**src/rtl/vending_machine_multi_if.sv**
```systemverilog
// Handshake/bus bundle for vending_machine_multi: coin, selection, refund and
// restock inputs plus all vend/credit/status outputs.
interface vending_machine_multi_if #(
  parameter int unsigned NUM_ITEMS = 4,
  parameter int unsigned AMT_W     = 7,
  parameter int unsigned SEL_W     = (NUM_ITEMS > 1) ? $clog2(NUM_ITEMS) : 1
);
  logic                 one_rupee;
  logic                 two_rupees;
  logic                 five_rupees;
  logic                 sel_valid;
  logic [SEL_W-1:0]     sel_item;
  logic                 cancel;
  logic                 change_ack;
  logic                 restock;
  logic [SEL_W-1:0]     restock_item;
  logic                 dispense;
  logic [SEL_W-1:0]     dispense_item;
  logic [AMT_W-1:0]     amount;
  logic                 change_valid;
  logic [AMT_W-1:0]     change;
  logic                 coin_reject;
  logic                 sel_error;
  logic [NUM_ITEMS-1:0] sold_out;

  modport master (
    output one_rupee, two_rupees, five_rupees, sel_valid, sel_item, cancel,
           change_ack, restock, restock_item,
    input  dispense, dispense_item, amount, change_valid, change, coin_reject,
           sel_error, sold_out
  );

  modport slave (
    input  one_rupee, two_rupees, five_rupees, sel_valid, sel_item, cancel,
           change_ack, restock, restock_item,
    output dispense, dispense_item, amount, change_valid, change, coin_reject,
           sel_error, sold_out
  );
endinterface

```
**src/rtl/vending_machine_multi.sv**
```systemverilog
// Multi-item vending machine: coin credit, priced selection, vend, change hold.
// Define VEND_STOCK_EN to build per-item stock counters with restock support.
module vending_machine_multi #(
  parameter int unsigned                 NUM_ITEMS  = 4,
  parameter int unsigned                 AMT_W      = 7,
  parameter logic [NUM_ITEMS*AMT_W-1:0]  PRICES     = {7'd15, 7'd12, 7'd10, 7'd5},
  parameter int unsigned                 MAX_AMOUNT = 99,
  parameter int unsigned                 STOCK_INIT = 3,
  parameter int unsigned                 STOCK_W    = 4
) (
  input  logic                    clk,
  input  logic                    reset,
  vending_machine_multi_if.slave  bus
);
  localparam int unsigned SEL_W = (NUM_ITEMS > 1) ? $clog2(NUM_ITEMS) : 1;

  typedef enum logic [1:0] {IDLE, CREDIT, VEND, CHANGE} state_t;

  state_t               state_q;
  logic [AMT_W-1:0]     amount_q;
  logic [AMT_W-1:0]     change_q;
  logic                 change_valid_q;
  logic                 dispense_q;
  logic [SEL_W-1:0]     dispense_item_q;
  logic                 coin_reject_q;
  logic                 sel_error_q;
  logic [NUM_ITEMS-1:0] sold_out_q;

  logic [AMT_W-1:0] coin_val_c;
  logic [AMT_W:0]   coin_sum_c;
  logic [AMT_W-1:0] price_c;
  logic             coin_any_c;
  logic             coin_one_hot_c;
  logic             accept_coin_c;
  logic             sel_take_c;
  logic             sel_in_range_c;
  logic             sel_sold_out_c;
  logic             vend_ok_c;
  logic             cancel_take_c;
  logic             taking_c;

  // Decode coins, price lookup and the accept/vend/cancel decisions.
  always_comb begin
    coin_val_c     = '0;
    coin_any_c     = bus.one_rupee | bus.two_rupees | bus.five_rupees;
    coin_one_hot_c = 1'b0;
    price_c        = '0;
    sel_sold_out_c = 1'b0;
    case ({bus.one_rupee, bus.two_rupees, bus.five_rupees})
      3'b100:  begin coin_val_c = AMT_W'(1); coin_one_hot_c = 1'b1; end
      3'b010:  begin coin_val_c = AMT_W'(2); coin_one_hot_c = 1'b1; end
      3'b001:  begin coin_val_c = AMT_W'(5); coin_one_hot_c = 1'b1; end
      default: begin coin_val_c = '0;        coin_one_hot_c = 1'b0; end
    endcase
    coin_sum_c = {1'b0, amount_q} + {1'b0, coin_val_c};
    for (int i = 0; i < NUM_ITEMS; i++) begin
      if (bus.sel_item == SEL_W'(i)) begin
        price_c        = PRICES[i*AMT_W +: AMT_W];
        sel_sold_out_c = sold_out_q[i];
      end
    end
    taking_c       = (state_q == IDLE) || (state_q == CREDIT);
    sel_in_range_c = {1'b0, bus.sel_item} < (SEL_W+1)'(NUM_ITEMS);
    accept_coin_c  = taking_c && coin_one_hot_c && !bus.sel_valid && !bus.cancel &&
                     (coin_sum_c <= (AMT_W+1)'(MAX_AMOUNT));
    // Cancel shadows any simultaneous selection, even where cancel itself is ignored.
    sel_take_c     = taking_c && bus.sel_valid && !bus.cancel;
    vend_ok_c      = sel_take_c && sel_in_range_c && !sel_sold_out_c && (amount_q >= price_c);
    cancel_take_c  = (state_q == CREDIT) && bus.cancel;
  end

  // Main FSM with registered outputs.
  always_ff @(posedge clk) begin
    if (reset) begin
      state_q         <= IDLE;
      amount_q        <= '0;
      change_q        <= '0;
      change_valid_q  <= 1'b0;
      dispense_q      <= 1'b0;
      dispense_item_q <= '0;
      coin_reject_q   <= 1'b0;
      sel_error_q     <= 1'b0;
    end else begin
      dispense_q    <= 1'b0;
      coin_reject_q <= coin_any_c && !accept_coin_c;
      sel_error_q   <= sel_take_c && !vend_ok_c;
      case (state_q)
        IDLE, CREDIT: begin
          if (cancel_take_c) begin
            state_q        <= CHANGE;
            change_q       <= amount_q;
            change_valid_q <= 1'b1;
            amount_q       <= '0;
          end else if (vend_ok_c) begin
            state_q         <= VEND;
            dispense_q      <= 1'b1;
            dispense_item_q <= bus.sel_item;
            amount_q        <= amount_q - price_c;
          end else if (accept_coin_c) begin
            state_q  <= CREDIT;
            amount_q <= coin_sum_c[AMT_W-1:0];
          end
        end
        VEND: begin
          if (amount_q != '0) begin
            state_q        <= CHANGE;
            change_q       <= amount_q;
            change_valid_q <= 1'b1;
            amount_q       <= '0;
          end else begin
            state_q <= IDLE;
          end
        end
        CHANGE: begin
          if (bus.change_ack) begin
            state_q        <= IDLE;
            change_q       <= '0;
            change_valid_q <= 1'b0;
          end
        end
        default: state_q <= IDLE;
      endcase
    end
  end

`ifdef VEND_STOCK_EN
  logic [STOCK_W-1:0] stock_q   [NUM_ITEMS];
  logic [STOCK_W-1:0] stock_nxt [NUM_ITEMS];

  // Restock of an item overrides a same-cycle vend of that item.
  always_comb begin
    for (int i = 0; i < NUM_ITEMS; i++) begin
      stock_nxt[i] = stock_q[i];
      if (bus.restock && (bus.restock_item == SEL_W'(i)))
        stock_nxt[i] = STOCK_W'(STOCK_INIT);
      else if (vend_ok_c && (bus.sel_item == SEL_W'(i)))
        stock_nxt[i] = stock_q[i] - STOCK_W'(1);
    end
  end

  always_ff @(posedge clk) begin
    for (int i = 0; i < NUM_ITEMS; i++) begin
      if (reset) begin
        stock_q[i]    <= STOCK_W'(STOCK_INIT);
        sold_out_q[i] <= (STOCK_INIT == 0);
      end else begin
        stock_q[i]    <= stock_nxt[i];
        sold_out_q[i] <= (stock_nxt[i] == '0);
      end
    end
  end
`else
  logic unused_restock;
  assign unused_restock = ^{bus.restock, bus.restock_item, STOCK_W'(STOCK_INIT)};

  always_ff @(posedge clk) begin
    sold_out_q <= '0;
  end
`endif

  assign bus.dispense      = dispense_q;
  assign bus.dispense_item = dispense_item_q;
  assign bus.amount        = amount_q;
  assign bus.change_valid  = change_valid_q;
  assign bus.change        = change_q;
  assign bus.coin_reject   = coin_reject_q;
  assign bus.sel_error     = sel_error_q;
  assign bus.sold_out      = sold_out_q;
endmodule

```
**src/flat_wrapper.sv**
```systemverilog
// flat-port wrapper written by rule: the top's interface ports become plain ports
module vending_machine_multi_flat 
#(
  parameter int unsigned                 NUM_ITEMS  = 4,
  parameter int unsigned                 AMT_W      = 7,
  parameter logic [NUM_ITEMS*AMT_W-1:0]  PRICES     = {7'd15, 7'd12, 7'd10, 7'd5},
  parameter int unsigned                 MAX_AMOUNT = 99,
  parameter int unsigned                 STOCK_INIT = 3,
  parameter int unsigned                 STOCK_W    = 4
)
  (clk, reset, bus_one_rupee, bus_two_rupees, bus_five_rupees, bus_sel_valid, bus_sel_item, bus_cancel, bus_change_ack, bus_restock, bus_restock_item, bus_dispense, bus_dispense_item, bus_amount, bus_change_valid, bus_change, bus_coin_reject, bus_sel_error, bus_sold_out);
  vending_machine_multi_if #(.NUM_ITEMS(NUM_ITEMS), .AMT_W(AMT_W)) bus_i ();
  input  logic clk;
  input  logic reset;
  input wire logic [$bits(bus_i.one_rupee)-1:0] bus_one_rupee;
  input wire logic [$bits(bus_i.two_rupees)-1:0] bus_two_rupees;
  input wire logic [$bits(bus_i.five_rupees)-1:0] bus_five_rupees;
  input wire logic [$bits(bus_i.sel_valid)-1:0] bus_sel_valid;
  input wire logic [$bits(bus_i.sel_item)-1:0] bus_sel_item;
  input wire logic [$bits(bus_i.cancel)-1:0] bus_cancel;
  input wire logic [$bits(bus_i.change_ack)-1:0] bus_change_ack;
  input wire logic [$bits(bus_i.restock)-1:0] bus_restock;
  input wire logic [$bits(bus_i.restock_item)-1:0] bus_restock_item;
  output wire logic [$bits(bus_i.dispense)-1:0] bus_dispense;
  output wire logic [$bits(bus_i.dispense_item)-1:0] bus_dispense_item;
  output wire logic [$bits(bus_i.amount)-1:0] bus_amount;
  output wire logic [$bits(bus_i.change_valid)-1:0] bus_change_valid;
  output wire logic [$bits(bus_i.change)-1:0] bus_change;
  output wire logic [$bits(bus_i.coin_reject)-1:0] bus_coin_reject;
  output wire logic [$bits(bus_i.sel_error)-1:0] bus_sel_error;
  output wire logic [$bits(bus_i.sold_out)-1:0] bus_sold_out;
  assign bus_i.one_rupee = bus_one_rupee;
  assign bus_i.two_rupees = bus_two_rupees;
  assign bus_i.five_rupees = bus_five_rupees;
  assign bus_i.sel_valid = bus_sel_valid;
  assign bus_i.sel_item = bus_sel_item;
  assign bus_i.cancel = bus_cancel;
  assign bus_i.change_ack = bus_change_ack;
  assign bus_i.restock = bus_restock;
  assign bus_i.restock_item = bus_restock_item;
  assign bus_dispense = bus_i.dispense;
  assign bus_dispense_item = bus_i.dispense_item;
  assign bus_amount = bus_i.amount;
  assign bus_change_valid = bus_i.change_valid;
  assign bus_change = bus_i.change;
  assign bus_coin_reject = bus_i.coin_reject;
  assign bus_sel_error = bus_i.sel_error;
  assign bus_sold_out = bus_i.sold_out;
  vending_machine_multi #(.NUM_ITEMS(NUM_ITEMS), .AMT_W(AMT_W), .PRICES(PRICES), .MAX_AMOUNT(MAX_AMOUNT), .STOCK_INIT(STOCK_INIT), .STOCK_W(STOCK_W)) u_core (.clk(clk), .reset(reset), .bus(bus_i));
endmodule
```
**config.mk**
```make
export PLATFORM = sky130hd
export DESIGN_NAME = vending_machine_multi_flat
export DESIGN_NICKNAME = d
export VERILOG_FILES = /design/src/rtl/vending_machine_multi_if.sv /design/src/rtl/vending_machine_multi.sv /design/src/flat_wrapper.sv
export SDC_FILE = /design/constraint.sdc
export NUM_CORES = 1
export LEC_CHECK = 0
export CORE_ASPECT_RATIO = 0.8
export CORE_UTILIZATION = 40
export CTS_CLUSTER_DIAMETER = 120
export DETAILED_ROUTE_END_ITERATION = 10
export DONT_BUFFER_PORTS = 1
export MAX_ROUTING_LAYER = met4
export PLACE_DENSITY = 0.57
export REMOVE_ABC_BUFFERS = 1
export SYNTH_ARGS = -nofsm -noshare
export SYNTH_HDL_FRONTEND = slang
export SYNTH_SLANG_ARGS = --single-unit
```
**constraint.sdc**
```tcl
create_clock -name clk -period 3.7 [get_ports clk]
set_input_delay 0.74 -clock clk [delete_from_list [all_inputs] [get_ports clk]]
set_output_delay 0.74 -clock clk [all_outputs]
set_load 0.01 [all_outputs]
```
==> impl_metrics.py <==
metrics = {
    "floorplanning": {
        "chipWidth_um": 73.46,
        "initial_core_util_pct": 42.40,
        "core_box_area_sq_mm": 0.003854,
        "die_y_um": 59.17,
        "design.die.area_sq_mm": 0.004346,
        "core.rowCount": 20,
        "io_pins": 37,
    },
    "critical_path": {
        "cpLargestDelayFamily": "simple AND/OR/NAND/NOR gates",
        "timing.critical_path.slowest_stage_cell": "sky130_fd_sc_hd__nor3_2",
        "crit_path_cell_trace": "inv_1 > ha_1 > inv_1 > ha_1 > nand4_1 > and4bb_1 > a21oi_4 > nor3_2 > a2bb2oi_1 > o32ai_2",
        "end_kind": "flip-flop",
        "critical_path.startpoint_type": "input pin",
        "worst_r2r_endpoint": "u_core.bus.amount[4]$_SDFFE_PP0P_",
        "r2r-start": "u_core.bus.amount[1]$_SDFFE_PP0P_",
        "timing.critical_path.slowest_cell_delay_ps": 790,
        "timing_worst_setup_path_type": "input pin to flip-flop",
        "critical_path.max_fanout": 14,
        "worst_ep_arrival_time_ps": 3150,
        "reg2regPathDepth": 7,
        "cp_data_required_time_ps": 3880,
        "rrSetupSlack_ps": 750,
        "critical_path_buffers_and_inverters": 2,
    },
    "clocking": {
        "cts_buffers": 3,
        "tritoncts": "built",
        "post_cts_resized": 0,
        "worst_setup_hold_path_clk_slew_ps": 80,
        "max-clock-path-buffers": 2,
        "cts.root.buffer_cell": "sky130_fd_sc_hd__clkbuf_8",
        "worstSkewPairLatency_ps": 260,
        "ctsHtreeMaxLevel": 1,
        "holdBufCountCts": 0,
        "cts_post_setup_buffers_inserted": 0,
        "numClockSinks": 22,
    },
    "logic_synthesis": {
        "synth_sequential_area_ratio_pct": 26.95,
        "synth_top_area_share_pct": 26.95,
        "yosys_warnings": 0,
        "synth_enable_flop_cells": 0,
        "synth_largest_area_cell": "sky130_fd_sc_hd__dfxtp_1",
        "syn-instance-count": 188,
        "yosys_register_bits": 22,
        "yosys-top-cells-area": "sky130_fd_sc_hd__dfxtp_1 27%, sky130_fd_sc_hd__ha_1 7.7%, sky130_fd_sc_hd__nor2_1 4.4%, sky130_fd_sc_hd__a21oi_1 3.7%, sky130_fd_sc_hd__mux2i_1 3.7%",
        "synth_async_sr_flop_share_pct": 0,
        "netlist_area_sq_mm": 0.001634,
        "yosysUniqueCellTypes": 57,
        "ys.flop_type": "sky130_fd_sc_hd__dfxtp_1",
        "syn-mean-instance-area_sq_um": 8.692,
    },
    "power_and_ir_drop": {
        "worst_ir_drop_vdd_v": 0.0002549,
        "finalPower_mw": 0.6001,
        "pwr_density_cell_mw_per_mm2": 353.9,
        "power_leakage_nw": 0.6638,
    },
    "hold_path": {
        "holdCritPathClass": "input pin to flip-flop",
        "timing.hold.worst.start": "reset",
        "min_path_cells": 1,
        "hold-path-endpoint": "u_core.bus.amount[5]$_SDFFE_PP0P_",
    },
    "cells_and_area": {
        "fin_util_pct": 43.99,
        "nets_finish": 208,
        "area_delta_synth_final_pct": 3.752,
        "final_layout_size_suffix_gt1_share_pct": 10.99,
        "finalInstanceArea_sq_mm": 0.001695,
        "diodes": 0,
    },
    "sta": {
        "fmax_ghz": 0.3369,
        "final-setup-viol-count": 0,
        "slew_headroom_pct": 37.57,
        "finalCriticalPeriod_ps": 2968,
        "worstMarginPinSlew_ps": 931.3,
        "timing.final.crit_share_pct": 80.22,
        "timing_hold_violations_final": 0,
        "report.final.slew_viol_count": 0,
        "clock-skew-final_ps": 1.626,
        "rsz0062_at_grt": "false",
        "setup-tns-final_ps": 0,
    },
    "placed_design": {
        "placement.cell_area_sq_mm": 0.001640,
        "io_buffers": 0,
        "hpwl_after_dpl_um": 2920,
        "place_congestion": 0.8806,
    },
    "global_route": {
        "remaining_global_route_overflow": 0,
        "number_of_antenna_violations_at_the_first_check_in_global_routing": 0,
        "grt_max_degree": 22,
        "grt_util_all_layers_pct": 20.43,
        "grt_pass1_wl_um": 6555,
        "grt_pass1_vias": 1355,
    },
    "outcome": {
        "result_of_the_run": "complete, no violations",
    },
    "detailed_routing": {
        "routed_via_density": 5.932,
        "average_wire_length_per_cell_after_detail_routing_um": 16.81,
        "drt_first_pass_iters": 4,
        "detail_route.iter0.violations": 74,
        "route.vias.total": 1406,
        "totalWireLength_um": 3984,
        "final_antenna_net_count": 0,
        "drcViolationCount": 0,
    },
    "job": {
        "max_cap_viol_count": 0,
    },
}
-- cells in the final DEF (no fill, tap or decap), types with 4 or more instances in the layout --
| cell type | count |
|---|---|
| sky130_fd_sc_hd__dfxtp_1 | 22 |
| sky130_fd_sc_hd__nor2_1 | 19 |
| sky130_fd_sc_hd__a21oi_1 | 12 |
| sky130_fd_sc_hd__inv_1 | 11 |
| sky130_fd_sc_hd__nand2_1 | 11 |
| sky130_fd_sc_hd__ha_1 | 10 |
| sky130_fd_sc_hd__nor3_1 | 7 |
| sky130_fd_sc_hd__a22oi_1 | 7 |
| sky130_fd_sc_hd__mux2i_1 | 6 |
| sky130_fd_sc_hd__a211o_1 | 6 |
| sky130_fd_sc_hd__a21o_1 | 4 |
| sky130_fd_sc_hd__nand3_1 | 4 |
| sky130_fd_sc_hd__conb_1 | 4 |
| sky130_fd_sc_hd__clkbuf_8 | 4 |
-- logic make-up after synthesis --
kind of cell | after synthesis | synth area share, %
mux | 8 | 5.054
compound gates | 57 | 29.86
fa+ha+maj | 12 | 10.11
other cells | 1 | 0.2295
simple gates | 58 | 17.69
buf+inv | 26 | 7.963
flops | 22 | 26.95
xor+xnor | 4 | 2.144
-- flip-flops by register name, indices dropped and copies added, names as in the netlist --
signal / flops
u_core.bus.coin_reject: 1
u_core.bus.change_valid: 1
u_core.bus.change: 7
u_core.bus.dispense: 1
u_core.state_q: 2
u_core.bus.dispense_item: 2
u_core.bus.amount: 7
u_core.bus.sel_error: 1
-- synthesized netlist by cell type (all sizes together) (3+ instances only) --
library cell   n
a21oi         13
nand2         11
a21o           4
nor2          20
a211oi         3
a211o          6
nor3           8
a22oi          8
mux2i          6
inv           11
clkbuf         4
buf           11
and2           3
nand3          4
ha            10
o21ai          3
dfxtp         22
-- report_power, final --
part	switching (mW)	total, mW	internal (mW)	leakage, nW
logic	0.0831	0.144	0.0606	0.457
clock network	0.0830	0.178	0.0950	0.0288
registers	0.0287	0.278	0.250	0.178
-- metrics by stage --
| step | instances | setup slack [ps] | hold WS, ps |
|---|---|---|---|
| detailed placement | 233 | 434.8 | 550.2 |
| CTS | 237 | 716.2 | 527.6 |
| global route | 237 | 477.4 | 517.1 |
| global placement | 233 | 548.7 | 544.6 |
| floorplan | 176 | 708.6 | 527.9 |
| finish | 237 | 732.0 | 529.7 |
-- area by class of cell --
cell class,instances,area [sq um]
clock buffer,4,55.05
fill,399,2158
sequential,22,440.4
multi-input combinational,143,1075
inverter,11,41.29
tap,55,68.82
timing repair buffer,2,15.01
-- metal layers --
metal | GRT usage (%) | vias up | part of all wire [%]
met1 | 26.75 | 680 | 44
li1 | - | 662 | -
met2 | 32.24 | 58 | 48
met4 | 4.945 | 0 | 1.4
met5 | - | - | 0
met3 | 4.422 | 6 | 7.0
-- worst register-to-register path, cell delays in order, from the launching register on --
cell and delay (ps):
sky130_fd_sc_hd__dfxtp_1 630, sky130_fd_sc_hd__ha_1 330, sky130_fd_sc_hd__nor2b_1 170, sky130_fd_sc_hd__o31ai_2 320
sky130_fd_sc_hd__a21oi_4 230, sky130_fd_sc_hd__nor3_2 800, sky130_fd_sc_hd__a2bb2oi_1 170, sky130_fd_sc_hd__o32ai_2 230
-- worst max path at each step --
stage	from	cells past startpoint	slack, ps	end
after floorplan	bus_one_rupee	8	710	u_core.bus.amount[4]$_SDFFE_PP0P_
after global placement	bus_sel_item[0]	10	550	u_core.bus.amount[5]$_SDFFE_PP0P_
after detailed placement	bus_sel_item[0]	10	430	u_core.bus.amount[4]$_SDFFE_PP0P_
after CTS	bus_sel_item[0]	10	720	u_core.bus.amount[4]$_SDFFE_PP0P_
after global routing	u_core.bus.amount[1]$_SDFFE_PP0P_	7	480	u_core.bus.amount[5]$_SDFFE_PP0P_
final	bus_sel_item[0]	10	730	u_core.bus.amount[4]$_SDFFE_PP0P_
(Power assumes the default switching activity.)
